===== config.mk =====
export PLATFORM = sky130hd
export DESIGN_NAME = alu_arith_32_flat
export DESIGN_NICKNAME = d
export VERILOG_FILES = /design/src/rtl/alu_arith_32_if.sv /design/src/rtl/alu_arith_32.sv /design/src/flat_wrapper.sv
export SDC_FILE = /design/constraint.sdc
export NUM_CORES = 1
export LEC_CHECK = 0
export ABC_AREA = 1
export CORE_ASPECT_RATIO = 0.8
export CORE_MARGIN = 2
export CORE_UTILIZATION = 65
export DETAILED_ROUTE_END_ITERATION = 10
export DONT_BUFFER_PORTS = 1
export PLACE_DENSITY = 0.81
export SYNTH_ARGS = -nofsm -noshare
export SYNTH_HDL_FRONTEND = slang
export SYNTH_SLANG_ARGS = --single-unit
export TNS_END_PERCENT = 20

===== constraint.sdc =====
create_clock -name clk -period 1.36 [get_ports clk]
set_clock_uncertainty 0.1 [all_clocks]
set_input_delay 0.136 -clock clk [delete_from_list [all_inputs] [get_ports clk]]
set_output_delay 0.136 -clock clk [all_outputs]
set_load 0.1 [all_outputs]

===== src/rtl/alu_arith_32_if.sv =====
// Operand/result bundle for alu_arith_32: request fields in, registered result and flags out.
interface alu_arith_32_if;
  logic        in_valid;
  logic [31:0] a;
  logic [31:0] b;
  logic [2:0]  op;
  logic [31:0] res;
  logic        out_valid;
  logic        zero;
  logic        carry;
  logic        ovf;

  modport master (output in_valid, a, b, op,
                  input  res, out_valid, zero, carry, ovf);
  modport slave  (input  in_valid, a, b, op,
                  output res, out_valid, zero, carry, ovf);
endinterface


===== src/rtl/alu_arith_32.sv =====
// Single-cycle 32-bit arithmetic unit: ADD/SUB/INC/DEC on one shared adder, signed SLT/SGT,
// registered result and flags.
module alu_arith_32 #(
  parameter logic [31:0] STEP = 32'd4
) (
  input logic         clk,
  input logic         rst_n,
  alu_arith_32_if.slave bus
);

  typedef struct packed {
    logic [31:0] res;
    logic        zero;
    logic        carry;
    logic        ovf;
  } rsp_t;

  rsp_t        rsp_nx, rsp_q;
  logic        out_valid_q;
  logic        sub;
  logic [31:0] opb, opb_x;
  logic [32:0] sum;
  logic        lt, gt;

  // op[2] swaps b for STEP; op[0] turns the add into a two's-complement subtract.
  assign sub   = bus.op[0];
  assign opb   = bus.op[2] ? STEP : bus.b;
  assign opb_x = opb ^ {32{sub}};
  assign sum   = {1'b0, bus.a} + {1'b0, opb_x} + {32'b0, sub};

  // Direct signed compare, so overflow of a-b cannot corrupt the result.
  assign lt = $signed(bus.a) < $signed(bus.b);
  assign gt = $signed(bus.a) > $signed(bus.b);

  always_comb begin
    rsp_nx = '0;
    case (bus.op)
      3'b000, 3'b001, 3'b100, 3'b101: begin
        rsp_nx.res   = sum[31:0];
        rsp_nx.carry = sum[32];
        rsp_nx.ovf   = (bus.a[31] == opb_x[31]) && (sum[31] != bus.a[31]);
      end
      3'b010:  rsp_nx.res = {31'b0, lt};
      3'b011:  rsp_nx.res = {31'b0, gt};
      default: rsp_nx.res = '0;
    endcase
    rsp_nx.zero = (rsp_nx.res == 32'd0);
  end

  always_ff @(posedge clk or negedge rst_n) begin
    if (!rst_n) begin
      rsp_q       <= '0;
      out_valid_q <= 1'b0;
    end else begin
      out_valid_q <= bus.in_valid;
      if (bus.in_valid) rsp_q <= rsp_nx;
    end
  end

  assign bus.res       = rsp_q.res;
  assign bus.zero      = rsp_q.zero;
  assign bus.carry     = rsp_q.carry;
  assign bus.ovf       = rsp_q.ovf;
  assign bus.out_valid = out_valid_q;

endmodule


===== src/flat_wrapper.sv =====
// flat-port wrapper written by rule: the top's interface ports become plain ports
module alu_arith_32_flat 
#(
  parameter logic [31:0] STEP = 32'd4
)
  (clk, rst_n, bus_in_valid, bus_a, bus_b, bus_op, bus_res, bus_out_valid, bus_zero, bus_carry, bus_ovf);
  alu_arith_32_if bus_i ();
  input logic clk;
  input logic rst_n;
  input wire logic [$bits(bus_i.in_valid)-1:0] bus_in_valid;
  input wire logic [$bits(bus_i.a)-1:0] bus_a;
  input wire logic [$bits(bus_i.b)-1:0] bus_b;
  input wire logic [$bits(bus_i.op)-1:0] bus_op;
  output wire logic [$bits(bus_i.res)-1:0] bus_res;
  output wire logic [$bits(bus_i.out_valid)-1:0] bus_out_valid;
  output wire logic [$bits(bus_i.zero)-1:0] bus_zero;
  output wire logic [$bits(bus_i.carry)-1:0] bus_carry;
  output wire logic [$bits(bus_i.ovf)-1:0] bus_ovf;
  assign bus_i.in_valid = bus_in_valid;
  assign bus_i.a = bus_a;
  assign bus_i.b = bus_b;
  assign bus_i.op = bus_op;
  assign bus_res = bus_i.res;
  assign bus_out_valid = bus_i.out_valid;
  assign bus_zero = bus_i.zero;
  assign bus_carry = bus_i.carry;
  assign bus_ovf = bus_i.ovf;
  alu_arith_32 #(.STEP(STEP)) u_core (.clk(clk), .rst_n(rst_n), .bus(bus_i));
endmodule

==> results of run 1 <==
## what timing repair did
item	CTS
pin swaps	23
endpoints found under the setup margin	34
hold endpoints to repair	44
resized for setup	131
hold buffers	5
buffers inserted	5
gates cloned	1
## per-layer routing
| metal | overflow | track usage, % |
|---|---|---|
| met4 | 25 | 83.5 |
| met3 | 1 | 51.5 |
| met2 | 34 | 95.5 |
| met1 | 0 | 67.1 |
| met5 | 0 | 5.49 |
## cells in the mapped netlist, drive strengths merged
library cell,number,share of area [%]
a22o,1,0.16
clkbuf,15,1.1
nand4,17,2.0
nor3,9,1.2
o2111ai,1,0.16
xor2,2,0.33
clkinv,1,0.070
ha,63,15
a21boi,1,0.14
a31oi,1,0.12
o21a,4,0.56
nand3b,8,1.1
o311ai,1,0.16
fa,1,0.38
dfrtp,36,17
nand2,252,19
nor4,2,0.35
o211ai,1,0.14
nand3,77,8.3
o21ai,104,9.8
o21bai,7,1.1
a21oi,45,4.5
buf,3,0.26
nor2,75,6.2
inv,165,12
## cell families after synthesis
family                   after synthesis  synth area share, %
AO/OA/AOI/OAI                        166                 16.8
buffers and inverters                184                 13.0
XOR/XNOR                               2                0.328
AND/OR/NAND/NOR                      440                 37.9
flip-flops                            36                 16.9
adder cells (fa/ha/maj)               64                 15.2
## metrics by stage
stage	setup TNS, ns	utilization [%]	std cells	area [um^2]	hold WS [ns]
CTS	-17.92	96.1	1162	7630	0.0433
detailed placement	-33.46	88.6	1144	7040	-0.259
global placement	-28.92	88.6	1144	7040	-0.259
floorplan	-15.92	-	892	5790	-0.260
==> impl_metrics.csv, run 1 <==
group,metric,value,unit
placement,post-place-ws,-1.37,ns
global_routing,grt_max_degree,54,
die,io_pins,106,
yosys,yosysWarningCount,0,
global_routing,grt_usage,72.1,%
placement,detailedPlacementHpwl,15600,um
yosys,post_synth_inst_count,892,
yosys,nets_in_the_synthesized_netlist,1026,
clock_network,clk_sink_count,36,
yosys,synth-seq-area-share,16.9,%
die,die_height,85.0,um
placement,numPortBuffers,0,
placement,place.gp.congestion,1.05,
yosys,synth_cell_types,37,
yosys,ys_seq_elements,36,
status,lastStage,"5_1_grt",
clock_network,cts.path.max_buffers,2,
global_routing,global_route_wire_length_before_repair,50200,um
die,fp-row-count,29,
status,toolErrorMsg,"[ERROR GRT-0116] Global routing finished with congestion. Check the congestion regions in the DRC Viewer.",
global_routing,overflow,60,
yosys,mappedNetlistArea,5330,um^2
die,dieWidth,105,um
die,initial_standard_cell_utilization_of_the_core,67.1,%
clock_network,h-tree-depth,2,
status,run_status,"did not finish",
clock_network,cts-buffers-inserted,5,
yosys,synth.avg_cell_area,5.98,um^2
global_routing,grt_pass1_vias,9577,
clock_network,cts_root_buffer,"clkbuf_8",
==> run 2, diff against run 1 <==
--- a/config.mk
+++ b/config.mk
@@ -6,12 +6,11 @@
 export NUM_CORES = 1
 export LEC_CHECK = 0
 export ABC_AREA = 1
-export CORE_ASPECT_RATIO = 0.8
 export CORE_MARGIN = 2
-export CORE_UTILIZATION = 65
+export CORE_UTILIZATION = 40
 export DETAILED_ROUTE_END_ITERATION = 10
 export DONT_BUFFER_PORTS = 1
-export PLACE_DENSITY = 0.81
+export PLACE_DENSITY_LB_ADDON = 0.15
 export SYNTH_ARGS = -nofsm -noshare
 export SYNTH_HDL_FRONTEND = slang
 export SYNTH_SLANG_ARGS = --single-unit
==> impl_metrics.csv, run 2 <==
group,metric,value,unit
yosys,nets_in_the_synthesized_netlist,1026,
yosys,post-synth-top-count-cell,"nand2_1",
placement,postPlaceCellArea,7240,um^2
global_routing,grt_usage,24.4,%
yosys,yosysWarningCount,0,
setup_path,reg2reg_setup_slack,0.54,ns
yosys,synthSimpleGateAreaFrac,37.9,%
route,met3_wirelength,819,um
layout,combined_flip_flop_and_latch_cell_area,901,um^2
global_routing,number_of_antenna_violations_at_the_first_check_in_global_routing,0,
setup_path,cp_cell_sequence,"clkinvlp_4 > buf_12 > o21ai_0 > o21ai_0 > inv_1 > ha_4 > nand2_2 > nor2_2 > inv_1 > nor2_4 > nand3_1 > nand3_1 > a21oi_2 > o21ai_0 > buf_4 > nand3_2 > nor3_2 > nand4_1 > nand2_1",
setup_path,cp_slowest_stage_delay,0.30,ns
route,m1WireLength,7360,um
placement,place.gp.congestion,0.924,
clock_network,clk_sink_count,36,
sta,report.final.setup_viol,34,
die,design.die.area,14300,um^2
route,vias_per_cell,5.00,
yosys,ys.flop_type,"dfrtp_1",
yosys,mappedNetlistArea,5330,um^2
layout,design.final.nets,1198,
setup_path,timing.critical_path.to_type,"flop",
clock_network,h-tree-depth,2,
sta,worst_hold_slack,0.0115,ns
layout,fillCellCount,1334,
setup_path,cp_slowest_cell,"ha_4",
status,violated_checks,"setup timing",
die,dieWidth,119,um
global_routing,global_route_wire_length_before_repair,28500,um
global_routing,overflow,0,
yosys,largest_family_of_logic_cells_by_synthesized_area,"simple AND/OR/NAND/NOR gates",
setup_path,worstSetupPathType,"in -> reg",
clock_network,tritoncts,"yes",
yosys,ffs_w_async_s_r_synth,100,%
layout,post-route-util,59.4,%
status,run_status,"finished, violations left",
yosys,synth_cell_types,37,
yosys,synth_mux_area_share,0,%
route,drtPass1Iterations,5,
yosys,post_synth_inst_count,892,
route,initialDrtViolationCount,333,
setup_path,worstPathMaxFanout,24,
route,met2RoutedLength,8490,um
hold_path,hold_path.startpoint,"bus_op[1]",
die,die_height,119,um
hold_path,worst_hold_path.endpoint,"u_core.bus.carry",
yosys,synth_top_cell_by_area,"dfrtp_1",
layout,antennaDiodeCount,0,
setup_path,cp.required,1.48,ns
yosys,area_fraction_in_compound_gates_after_synthesis,16.8,%
sta,unrepaired_setup_endpoints_after_global_routing,"yes",
die,initial_standard_cell_utilization_of_the_core,40.6,%
die,design.core.area,13100,um^2
sta,final-max-slew-violation-count,0,
layout,layoutNonFillerInstCount,1241,
clock_network,cts_root_buffer,"clkbuf_16",
setup_path,regToRegStartpoint,"u_core.bus.carry",
route,ant_nets,0,
placement,post-place-ws,-1.16,ns
sta,max_freq,467,MHz
route,highest-signal-layer,"met4",
pwr,total_leakage_power,4.01,nW
yosys,synth_fa_ha_area_share,15.2,%
placement,numPortBuffers,0,
flow_run,max_cap_violations,0,
placement,detailedPlacementHpwl,14200,um
layout,layout.cells.most_common,"nand2_1",
pwr,ir_worst_vdd,617,uV
sta,finalHoldViolations,0,
hold_path,hold_path_depth,2,
layout,final_cell_area,7800,um^2
layout,layout-area-overhead-vs-synth,46.3,%
setup_path,critical_path.reg2reg.endpoint,"u_core.bus.carry",
sta,timing.final.crit_share,158,%
clock_network,cts.path.max_buffers,2,
yosys,synth.cells.most_frequent,"232 x nand2_1, 153 x inv_1, 102 x o21ai_0, 66 x nand3_1, 63 x ha_1",
setup_path,worst_r2r_path_depth,1,
route,vias,6210,
setup_path,cp.arrival,2.26,ns
pwr,power.density,921,nW/um^2
yosys,synth.avg_cell_area,5.98,um^2
placement,place.detailed.instances,1225,
yosys,ys_seq_elements,36,
yosys,synth_top_cell_area_share,16.9,%
sta,post-route-worst-setup-slack,-0.783,ns
setup_path,start_kind,"input port",
route,avgRoutedWirePerCell,13.8,um
clock_network,clkLatencyLatePin,0.28,ns
global_routing,grt_pass1_vias,6175,
global_routing,grt_max_degree,55,
die,io_pins,106,
layout,layout.cells.most_common_list,"203 x nand2_1, 172 x buf_4, 146 x inv_1",
setup_path,critical_path.most_common_cell,"o21ai_0",
die,fp-row-count,42,
yosys,synth-seq-area-share,16.9,%
sta,slew_headroom,75.2,%
layout,layout-drive-gt1-share,34.1,%
yosys,xor_and_xnor_fraction_of_the_mapped_netlist_area,0.328,%
layout,largest_reg_flops,32,
layout,multi_input_area,4430,um^2
hold_path,holdCritPathClass,"in -> reg",
yosys,synth.top_cells.by_area,"dfrtp_1 17%, nand2_1 16%, ha_1 15%, inv_1 11%, o21ai_0 9.6%",
yosys,synth-edff-count,0,
route,remaining_drc_errors,0,
clock_network,clk_pin_slew_worst_paths,0.05,ns
sta,min_period,2.14,ns
sta,worst_max_slew_pin_slew,0.371,ns
route,postRouteWirelength,17100,um
clock_network,cts-buffers-inserted,5,
## run 2: layer usage
layer | global-route usage [%] | vias up
met3 | 3.45 | 33
met1 | 29.7 | 2785
li1 | - | 3236
met5 | 0 | -
met2 | 45.0 | 156
met4 | 5.51 | 0
## run 2: power by group
group | total (W) | switching [W] | internal [W] | leakage, nW
Clock | 0.00129 | 0.000426 | 0.000861 | 0.0808
Sequential | 0.00131 | 0.0000860 | 0.00122 | 0.465
Combinational | 0.00459 | 0.00293 | 0.00166 | 3.46
## run 2: final cells by class
| cell class | instances | share of cell area, % |
|---|---|---|
| multi-input combinational | 672 | 56.8 |
| timing repair buffer | 183 | 18.6 |
| clock inverter | 2 | 0.449 |
| tap | 176 | 2.82 |
| inverter | 166 | 8.13 |
| sequential | 36 | 11.5 |
| clock buffer | 6 | 1.65 |
## run 2: logic make-up (layout without fill, tap and decap cells)
kind of cell,Yosys count,in the layout
AO/OA/AOI/OAI,166,166
adder cells (fa/ha/maj),64,64
flip-flops,36,36
buffers and inverters,184,357
XOR/XNOR,2,2
AND/OR/NAND/NOR,440,440
## run 2: critical path, delay by kind of cell
kind	cells	cell delay (ns)
compound gates	4	0.28
fa+ha+maj	1	0.30
buf+inv	5	0.60
simple gates	9	0.93
## run 2: repair_timing
action,in CTS,in global routing
pin swaps,10,5
setup endpoints to repair,34,34
cloned,0,0
setup buffers,1,1
gates resized for setup,50,37
hold buffers,6,0
endpoints found under the hold margin,43,0
## run 2: how the worst max path moves through the flow
stage / start / to / slack, ns / cells after the start
6_report: bus_op[0] / u_core.bus.zero / -0.78 / 19
5_1_grt: bus_op[0] / u_core.bus.zero / -1.06 / 19
4_1_cts: bus_op[2] / u_core.bus.zero / -0.77 / 18
3_5_place_dp: bus_op[2] / u_core.bus.zero / -1.16 / 19
3_3_place_gp: bus_op[0] / u_core.bus.zero / -1.15 / 19
2_1_floorplan: bus_op[0] / u_core.bus.zero / -0.77 / 20
## run 2: stage by stage
step / total power, W / setup TNS, ns
2_1_floorplan: 0.00428 / -15.92
3_3_place_gp: 0.00561 / -29.70
3_5_place_dp: 0.00564 / -30.41
6_report: 0.00718 / -18.09
4_1_cts: 0.00712 / -18.06
5_1_grt: 0.00768 / -24.14
Power figures use the tool's default switching activity.
